===== src/rtl/decoder_pkg.sv =====
// decoder_pkg
//   Shared definitions for decoder_seq: the MODE encodings and the
//   controller state enum, plus a helper that maps a MODE value to the
//   state it selects.
package decoder_pkg;

  localparam logic [1:0] MODE_DECODE = 2'b00;
  localparam logic [1:0] MODE_ROTATE = 2'b01;
  localparam logic [1:0] MODE_PULSE  = 2'b10;
  localparam logic [1:0] MODE_RSVD   = 2'b11;

  typedef enum logic [1:0] {
    IDLE   = 2'd0,
    DECODE = 2'd1,
    ROTATE = 2'd2,
    PULSE  = 2'd3
  } dec_state_t;

  // The reserved encoding parks the block in IDLE.
  function automatic dec_state_t mode_to_state(input logic [1:0] mode);
    case (mode)
      MODE_DECODE: return DECODE;
      MODE_ROTATE: return ROTATE;
      MODE_PULSE:  return PULSE;
      default:     return IDLE;
    endcase
  endfunction

endpackage


===== src/rtl/decoder_seq_onehot_dec.sv =====
// onehot_dec
//   Combinational index-to-one-hot decoder with enable.
//   Ports:
//     i_idx     in  SEL_W  line index
//     i_en      in  1      enable; low gives all-zero output
//     o_onehot  out N_OUT  one-hot (i_en=1) or zero (i_en=0)
module onehot_dec #(
  parameter  int SEL_W = 3,
  localparam int N_OUT = 2 ** SEL_W
) (
  input  logic [SEL_W-1:0] i_idx,
  input  logic             i_en,
  output logic [N_OUT-1:0] o_onehot
);

  always_comb begin
    o_onehot = '0;
    if (i_en) o_onehot[i_idx] = 1'b1;
  end

endmodule


===== src/rtl/decoder_seq.sv =====
// decoder_seq
//   Registered one-hot line driver with three modes: direct decode,
//   rotating scan with programmable dwell, and one-shot strobe with busy.
//   Ports:
//     CLK    in  1        clock, rising edge
//     RST_N  in  1        synchronous active-low reset
//     EN     in  1        global enable; low forces idle
//     MODE   in  2        00 decode, 01 rotate, 10 pulse, 11 idle
//     SEL    in  SEL_W    decode target / rotate start / pulse target
//     DWELL  in  DWELL_W  hold or pulse length minus one
//     START  in  1        pulse request (pulse mode)
//     OUT    out N_OUT    one-hot or zero, registered
//     IDX    out SEL_W    index of current/last driven line, registered
//     BUSY   out 1        pulse in progress
//     WRAP   out 1        one-cycle flag when rotate index wraps to 0
module decoder_seq
  import decoder_pkg::*;
#(
  parameter  int SEL_W   = 3,
  parameter  int DWELL_W = 8,
  localparam int N_OUT   = 2 ** SEL_W
) (
  input  logic               CLK,
  input  logic               RST_N,
  input  logic               EN,
  input  logic [1:0]         MODE,
  input  logic [SEL_W-1:0]   SEL,
  input  logic [DWELL_W-1:0] DWELL,
  input  logic               START,
  output logic [N_OUT-1:0]   OUT,
  output logic [SEL_W-1:0]   IDX,
  output logic               BUSY,
  output logic               WRAP
);

  dec_state_t         r_state;
  logic [DWELL_W-1:0] r_cnt;
  logic [DWELL_W-1:0] r_dwell_q;
  logic [SEL_W-1:0]   r_idx;
  logic               r_busy;
  logic               r_wrap;
  logic [N_OUT-1:0]   r_out;

  logic               w_rot_entry;
  logic               w_rot_adv;
  logic               w_pulse_end;
  logic [SEL_W-1:0]   w_idx_inc;
  logic [SEL_W-1:0]   w_oh_idx;
  logic               w_oh_en;
  logic [N_OUT-1:0]   w_onehot;

  // Selects which line (if any) OUT drives after the coming edge; the
  // branch structure mirrors the state update below.
  always_comb begin
    w_rot_entry = (r_state != ROTATE);
    // DWELL is compared live, so lowering it below cnt advances at once.
    w_rot_adv   = (r_cnt >= DWELL);
    w_pulse_end = r_busy && (r_cnt == r_dwell_q);
    w_idx_inc   = r_idx + 1'b1;
    w_oh_idx    = r_idx;
    w_oh_en     = 1'b0;
    if (EN) begin
      case (MODE)
        MODE_DECODE: begin
          w_oh_idx = SEL;
          w_oh_en  = 1'b1;
        end
        MODE_ROTATE: begin
          w_oh_en = 1'b1;
          if (w_rot_entry)    w_oh_idx = SEL;
          else if (w_rot_adv) w_oh_idx = w_idx_inc;
        end
        MODE_PULSE: begin
          if (r_busy) begin
            w_oh_en = !w_pulse_end;
          end else if (START) begin
            w_oh_idx = SEL;
            w_oh_en  = 1'b1;
          end
        end
        default: ;
      endcase
    end
  end

  onehot_dec #(.SEL_W(SEL_W)) u_onehot (
    .i_idx    (w_oh_idx),
    .i_en     (w_oh_en),
    .o_onehot (w_onehot)
  );

  always_ff @(posedge CLK) begin
    if (!RST_N) begin
      r_state   <= IDLE;
      r_cnt     <= '0;
      r_dwell_q <= '0;
      r_idx     <= '0;
      r_busy    <= 1'b0;
      r_wrap    <= 1'b0;
      r_out     <= '0;
    end else begin
      r_out  <= w_onehot;
      r_wrap <= 1'b0;
      if (!EN) begin
        r_state <= IDLE;
        r_busy  <= 1'b0;
        r_cnt   <= '0;
      end else begin
        r_state <= mode_to_state(MODE);
        case (MODE)
          MODE_DECODE: begin
            r_idx  <= SEL;
            r_busy <= 1'b0;
            r_cnt  <= '0;
          end
          MODE_ROTATE: begin
            r_busy <= 1'b0;
            if (w_rot_entry) begin
              r_idx <= SEL;
              r_cnt <= '0;
            end else if (w_rot_adv) begin
              r_idx  <= w_idx_inc;
              r_cnt  <= '0;
              r_wrap <= (r_idx == '1);
            end else begin
              r_cnt <= r_cnt + 1'b1;
            end
          end
          MODE_PULSE: begin
            // START is only looked at while idle, so a request on the
            // final pulse cycle is dropped.
            if (r_busy) begin
              if (w_pulse_end) r_busy <= 1'b0;
              else             r_cnt  <= r_cnt + 1'b1;
            end else if (START) begin
              r_idx     <= SEL;
              r_dwell_q <= DWELL;
              r_cnt     <= '0;
              r_busy    <= 1'b1;
            end else begin
              r_cnt <= '0;
            end
          end
          default: begin
            r_busy <= 1'b0;
            r_cnt  <= '0;
          end
        endcase
      end
    end
  end

  assign OUT  = r_out;
  assign IDX  = r_idx;
  assign BUSY = r_busy;
  assign WRAP = r_wrap;

endmodule

===== config.mk =====
export PLATFORM = sky130hd
export DESIGN_NAME = decoder_seq
export DESIGN_NICKNAME = d
export VERILOG_FILES = /design/src/rtl/decoder_pkg.sv /design/src/rtl/decoder_seq_onehot_dec.sv /design/src/rtl/decoder_seq.sv
export SDC_FILE = /design/constraint.sdc
export NUM_CORES = 1
export LEC_CHECK = 0
export CAP_MARGIN = 20
export CORE_MARGIN = 2
export CORE_UTILIZATION = 39
export DETAILED_ROUTE_END_ITERATION = 16
export HOLD_SLACK_MARGIN = 0.06
export PLACE_DENSITY = 0.63
export SETUP_SLACK_MARGIN = 0.4
export SYNTH_ARGS = -nofsm -noshare
export SYNTH_HDL_FRONTEND = slang
export SYNTH_SLANG_ARGS = --single-unit

===== constraint.sdc =====
create_clock -name CLK -period 5.5 [get_ports CLK]
set_clock_uncertainty 0.15 [all_clocks]
set_input_delay 1.1 -clock CLK [delete_from_list [all_inputs] [get_ports CLK]]
set_output_delay 1.1 -clock CLK [all_outputs]
set_load 0.02 [all_outputs]

## After elaboration in Yosys (flattened, before gate mapping)

Cells that the tools add are included.

- Register bits: 31
- Bits of input ports: 17
- Output and inout bits: 13
- Word-level logic and storage cells: 53

- Add/subtract/negate cells: 2
- $lt $le $gt $ge: 3
- Equal/unequal tests: 6
- Mux-type cells: 20
- Bitwise gates (word level): 5
- Reduce and logical (&&, ||, !) cells: 10

Operators with widths:

| kind | number |
|---|---|
| 8-bit two-way mux | 4 |
| 8-bit case mux with 2 select lines | 1 |
| 3-bit two-way mux | 5 |
| 3-bit case mux with 3 select lines | 1 |
| 8-bit by 1-bit adder with 8-bit output, second input constant | 1 |
| 8-bit equality test | 1 |
| 8-bit greater-or-equal comparator | 1 |
| 1-bit two-way mux | 6 |
| 2-bit case mux with 3 select lines | 1 |
| 1-bit NOT | 5 |
| 5-bit OR reduction | 1 |
| 3-bit by 4-bit less-than comparator with 1-bit output, second input constant | 1 |
| 2-bit AND reduction | 2 |
| 4-bit AND reduction | 1 |
| 3-bit by 1-bit adder with 3-bit output, second input constant | 1 |
| 1-bit demux with 3-bit select | 1 |
| 3-bit equality test, second input constant | 1 |
| 3-bit by 1-bit greater-or-equal comparator with 1-bit output, second input constant | 1 |
| 3-bit != test, second input constant | 1 |
| 3-bit AND reduction | 1 |
| 2-bit by 1-bit equality test with 1-bit output, second input constant | 1 |
| 2-bit equality test, second input constant | 1 |
| 1-bit logical AND | 2 |
| 2-bit logical NOT | 1 |
| 4 further kinds | 4 |

## Depth between registers and ports, before layout

- Word-level depth: 9
- Mapped depth: 8
- Mapped depth without buffers: 8

## Cells and area by module

From an unflattened synthesis, not the netlist that was laid out.

- Cell total of the unflattened synthesis: 213
- Area, all modules: 1859.3 sq um

Modules (own cells, without submodules):

| module | instances | cells an instance | area each (sq um) | seq. area each (sq um) |
|---|---|---|---|---|
| decoder_seq | 1 | 205 | 1762.9 | 620.6 |
| onehot_dec | 1 | 8 | 96.3 | 0.0 |

## Worst setup path before layout

No wires, ideal clock.

- Path kind: in2reg
- Start: in DWELL[0]
- End: reg r_out[6], in the netlist OUT[6]
- Library setup time: 138 ps
- Data arrival time: 2886 ps
- Data required time: 5212 ps
- Slack: 2325 ps
- Stages on the path: 7
- Path buffers: 0
- Cell sequence: ha_1 nand2b_4 a2111oi_4 nor3_2 a221o_1 o32ai_1 nor3_1

- Longest elaborated chain between the ends: 9
- Elaborated cells on any way between the ends: 10
- Those cells by class: order compare (3); mux (6); reduce/logical (1)

RTL lines:

| element | RTL line | RTL |
|---|---|---|
| start, declared | decoder_seq.sv:28 | `input logic [DWELL_W-1:0] DWELL,` |
| 8-bit greater-or-equal comparator * | decoder_seq.sv:57 | `w_rot_adv = (r_cnt >= DWELL);` |
| 3-bit two-way mux * | decoder_seq.sv:71 | `else if (w_rot_adv) w_oh_idx = w_idx_inc;` |
| 3-bit two-way mux * | decoder_seq.sv:70 | `if (w_rot_entry) w_oh_idx = SEL;` |
| 3-bit case mux with 3 select lines * | decoder_seq.sv:63 | `case (MODE)` |
| 3-bit two-way mux * | -- |  |
| 3-bit by 4-bit less-than comparator with 1-bit output (implied by the code) / 3-bit by 1-bit greater-or-equal comparator with 1-bit output (equally long branches) | decoder_seq_onehot_dec.sv:18 | `if (i_en) o_onehot[i_idx] = 1'b1;` |
| 1-bit logical AND (implied by the code) | decoder_seq_onehot_dec.sv:18 |  |
| 1-bit two-way mux (implied by the code) | decoder_seq_onehot_dec.sv:18 |  |
| 1-bit demux with 3-bit select * | -- |  |
| end signal, assigned | decoder_seq.sv:102 | `r_out <= w_onehot;` |
| end, declared | decoder_seq.sv:42 | `logic [N_OUT-1:0] r_out;` |

Every way passes the cells marked *; elsewhere a longest branch is shown, timed or not.
A chain may end at the register's enable or synchronous reset.

## Worst setup path after layout

Ends and elaborated chain as after synthesis.

==> results.tsv <==
stage	metric	value	unit
final_layout	Final nets	272	
floorplanning	Die Y	71.5	µm
power_and_ir_drop	switching share of power	23.1	%
logic_synthesis	most instantiated cells after synthesis	dfxtp_1 (31), nand2_1 (27), ha_1 (15), nor2_1 (13), inv_1 (12)	
power_and_ir_drop	Comb pwr share	11.7	%
sta	setup ws final	1.90	ns
grt	number of global-route vias before repair	1478	
clock_network	Max clock buf depth	2	
setup_path	capturing point of the worst reg2reg path	OUT[6]	
power_and_ir_drop	Worst VDD drop	0.182	mV
drt	first-iteration detailed-routing DRC count	101	
setup_path	kind of cell adding the most delay to the critical path	compound AO/OA/AOI/OAI gates	
drt	Vias per Instance	5.32	
final_layout	share of layout cells above drive strength 1	4.98	%
sta	endpoints failing hold	0	
status	status	completed	
floorplanning	Initial Util	40.6	%
grt	total track usage	17.3	%
place	Final Wtd Congestion	0.898	
hold_path	worst min path class	reg2reg	
floorplanning	cell row count	24	
sta	Max Freq	278	MHz
power_and_ir_drop	Sequential Power Share	44.0	%
power_and_ir_drop	Clock power frac	44.3	%
final_layout	Syn-to-layout area delta	26.0	%
logic_synthesis	Distinct cells, synth	40	
setup_path	Reg2Reg Depth	8	
sta	fin crit period	3.60	ns
run	# Max-Cap Violations	0	
place	pre-CTS WS	1.62	ns
logic_synthesis	xor/xnor cell area share of the yosys netlist	7.39	%
sta	period utilization	65.5	%
logic_synthesis	post-synth top area cell	dfxtp_1	
setup_path	element type at the critical path end	flip-flop	
clock_network	Hold-fix buffers, CTS	0	
clock_network	CTS tree	built	
floorplanning	Ports	30	
power_and_ir_drop	pwr dens	235	nW/µm²
grt	initial antenna violation count	0	
logic_synthesis	Post-Syn Nets	239	
setup_path	Reg2Reg Setup Slack	2.58	ns
logic_synthesis	mapped cell area	1780	µm²
place	post-DP HPWL	3070	µm
logic_synthesis	sequential share of the synthesized area	34.9	%
setup_path	Buf/Inv on CP	1	
logic_synthesis	gate count of the mapped netlist	207	
drt	vias after detailed routing	1560	
sta	max-slew violations	0	
place	Post-DP Area	2120	µm²
sta	final setup fails	0	
logic_synthesis	largest family of logic cells by synthesized area	simple AND/OR/NAND/NOR gates	
setup_path	crit path kind	in2reg	
final_layout	fill count	425	
logic_synthesis	most common cell in the netlist	dfxtp_1	
logic_synthesis	Compound-Gate Fraction of Synth Area	16.2	%
drt	TritonRoute pass-1 iters	4	
clock_network	clock sinks	31	
logic_synthesis	Synth top area share	34.9	%
power_and_ir_drop	standby leakage power	0.000889	µW
power_and_ir_drop	total chip power	526	µW
clock_network	CTS root buf	clkbuf_8	
setup_path	slowest library cell on the worst path	o32ai_1	
logic_synthesis	number of synthesized flops with an enable pin	0	
drt	drc violations	0	
sta	RSZ-0062 raised after global routing	no	
setup_path	critical path fanouts, max	4	
logic_synthesis	Yosys Warn Count	0	
grt	first-pass GRT wire length	6860	µm
clock_network	clk_lat worst skew	0.29	ns
drt	Routed Antenna Nets	0	
grt	largest net degree at the start of global routing	16	
sta	Worst-Margin Slew	0.621	ns
clock_network	H-Tree Depth	2	
hold_path	Worst Hold End	r_dwell_q[5]	
logic_synthesis	main area contributors after synthesis	dfxtp_1 (35%), ha_1 (11%), nand2_1 (5.7%), xnor2_1 (4.9%), a21boi_0 (3.4%)	
power_and_ir_drop	Internal	405	µW
drt	Avg WL per Cell	13.8	µm
clock_network	Worst-path clk slew	0.06	ns
final_layout	# diodes	0	
logic_synthesis	Post-Synth Adder-Cell Area	10.6	%
logic_synthesis	share of synthesized registers carrying an async set or reset	0	%
floorplanning	Die X	71.5	µm
hold_path	Hold Path Stages	2	
clock_network	CTS Buf Count	5	
final_layout	final instance area	2240	µm²
sta	TNS Setup	0	ns
floorplanning	Core ar.	4380	µm²
setup_path	Worst Path Required	5.50	ns
power_and_ir_drop	Net Switching	121	µW
clock_network	post-CTS setup buffer count	0	
hold_path	Hold Startpoint	r_dwell_q[5]	
logic_synthesis	multiplexer area fraction after synthesis	0.563	%
setup_path	crit path cell chain	clkdlybuf4s50_1 > ha_1 > nand2b_4 > a2111oi_4 > nor3_2 > a221o_1 > o32ai_1 > nor3_1	
setup_path	reg2reg start	r_cnt[0]	
setup_path	Worst Setup Start Kind	primary input	
setup_path	CP arrival	3.60	ns
logic_synthesis	Syn Area/Cell	8.59	µm²
grt	Congestion Overflow GR	0	
floorplanning	die area	5120	µm²
clock_network	CTS resizes	0	
setup_path	Worst path max stage delay	0.51	ns
logic_synthesis	number of synthesized register bits	31	
place	Buffers on Ports	29	
drt	Total Routed Length	4050	µm
sta	Fin Hold WS	0.330	ns
sta	Max-slew headroom	58.6	%
logic_synthesis	Synth Flop Type	dfxtp_1	
logic_synthesis	Post-Synth Simple-Gate Area	27.2	%
cells in the final DEF (no fill, tap or decap), types with 3 or more instances in the layout:
| master | n |
|---|---|
| nor2_1 | 13 |
| nor3_1 | 11 |
| inv_1 | 12 |
| nor2b_1 | 3 |
| and3_1 | 6 |
| a21boi_0 | 8 |
| and2_1 | 5 |
| clkdlybuf4s50_1 | 29 |
| nand2b_1 | 3 |
| clkbuf_8 | 6 |
| dfxtp_1 | 31 |
| a21oi_1 | 6 |
| xor2_1 | 5 |
| xnor2_1 | 10 |
| nand3_1 | 9 |
| nand2_1 | 27 |
| nand4_1 | 4 |
| ha_1 | 15 |
| o21ai_0 | 6 |
per-layer routing:
layer | part of all wire (%) | up-vias | track usage, %
met5 | 0 | - | 0
met4 | 0.86 | 0 | 5.03
met3 | 4.3 | 4 | 4.50
met2 | 49 | 40 | 30.2
met1 | 46 | 716 | 20.8
li1 | - | 800 | -
worst max-delay path by stage:
stage | endpoint | cells past startpoint | slack, ns | startpoint
6_report | OUT[6] | 8 | 1.90 | DWELL[0]
5_1_grt | OUT[7] | 8 | 1.80 | DWELL[0]
4_1_cts | OUT[6] | 8 | 1.91 | DWELL[0]
3_5_place_dp | OUT[6] | 8 | 1.62 | DWELL[0]
3_3_place_gp | OUT[6] | 8 | 1.63 | DWELL[0]
2_1_floorplan | OUT[6] | 7 | 2.33 | DWELL[0]
through the flow:
step | utilization (%) | cells
floorplan | - | 207
global placement | 48.4 | 285
detailed placement | 48.4 | 285
CTS | 51.1 | 293
global route | 51.1 | 293
finish | 51.1 | 293
flip-flops by register name, indices dropped and copies added (netlist names):
| name | count |
|---|---|
| IDX | 3 |
| OUT | 8 |
| r_state | 2 |
| r_dwell_q | 8 |
| BUSY | 1 |
| WRAP | 1 |
| r_cnt | 8 |
cell families (layout without fill, tap and decap cells):
logic type,count (synthesis),after routing
simple gates,93,93
compound gates,37,37
flops,31,31
fa+ha+maj,15,15
xor+xnor,15,15
buf+inv,15,49
mux,1,1
tightest hold or removal path: stages, from the launching register on:
cell and delay, ns:
dfxtp_1 0.32, nand2_1 0.05, a21boi_0 0.06
power groups by stage:
stage          Sequential, µW  Combinational [µW]  Clock (µW)
2_1_floorplan             238                33.6           0
3_3_place_gp              236                61.7           0
3_5_place_dp              237                61.6           0
4_1_cts                   231                61.9         235
5_1_grt                   232                68.4         246
6_report                  231                61.5         233
layout make-up:
cell class                 instances  area, µm²  area share [%]
clock buffer                       6       82.6            3.69
multi-input combinational        161       1100            49.2
tap                               52       65.1            2.91
inverter                          12       45.0            2.01
clock inverter                     2       35.0            1.56
timing repair buffer              29        290            13.0
sequential                        31        621            27.7
Note: power is estimated with default switching activity, not from simulation.
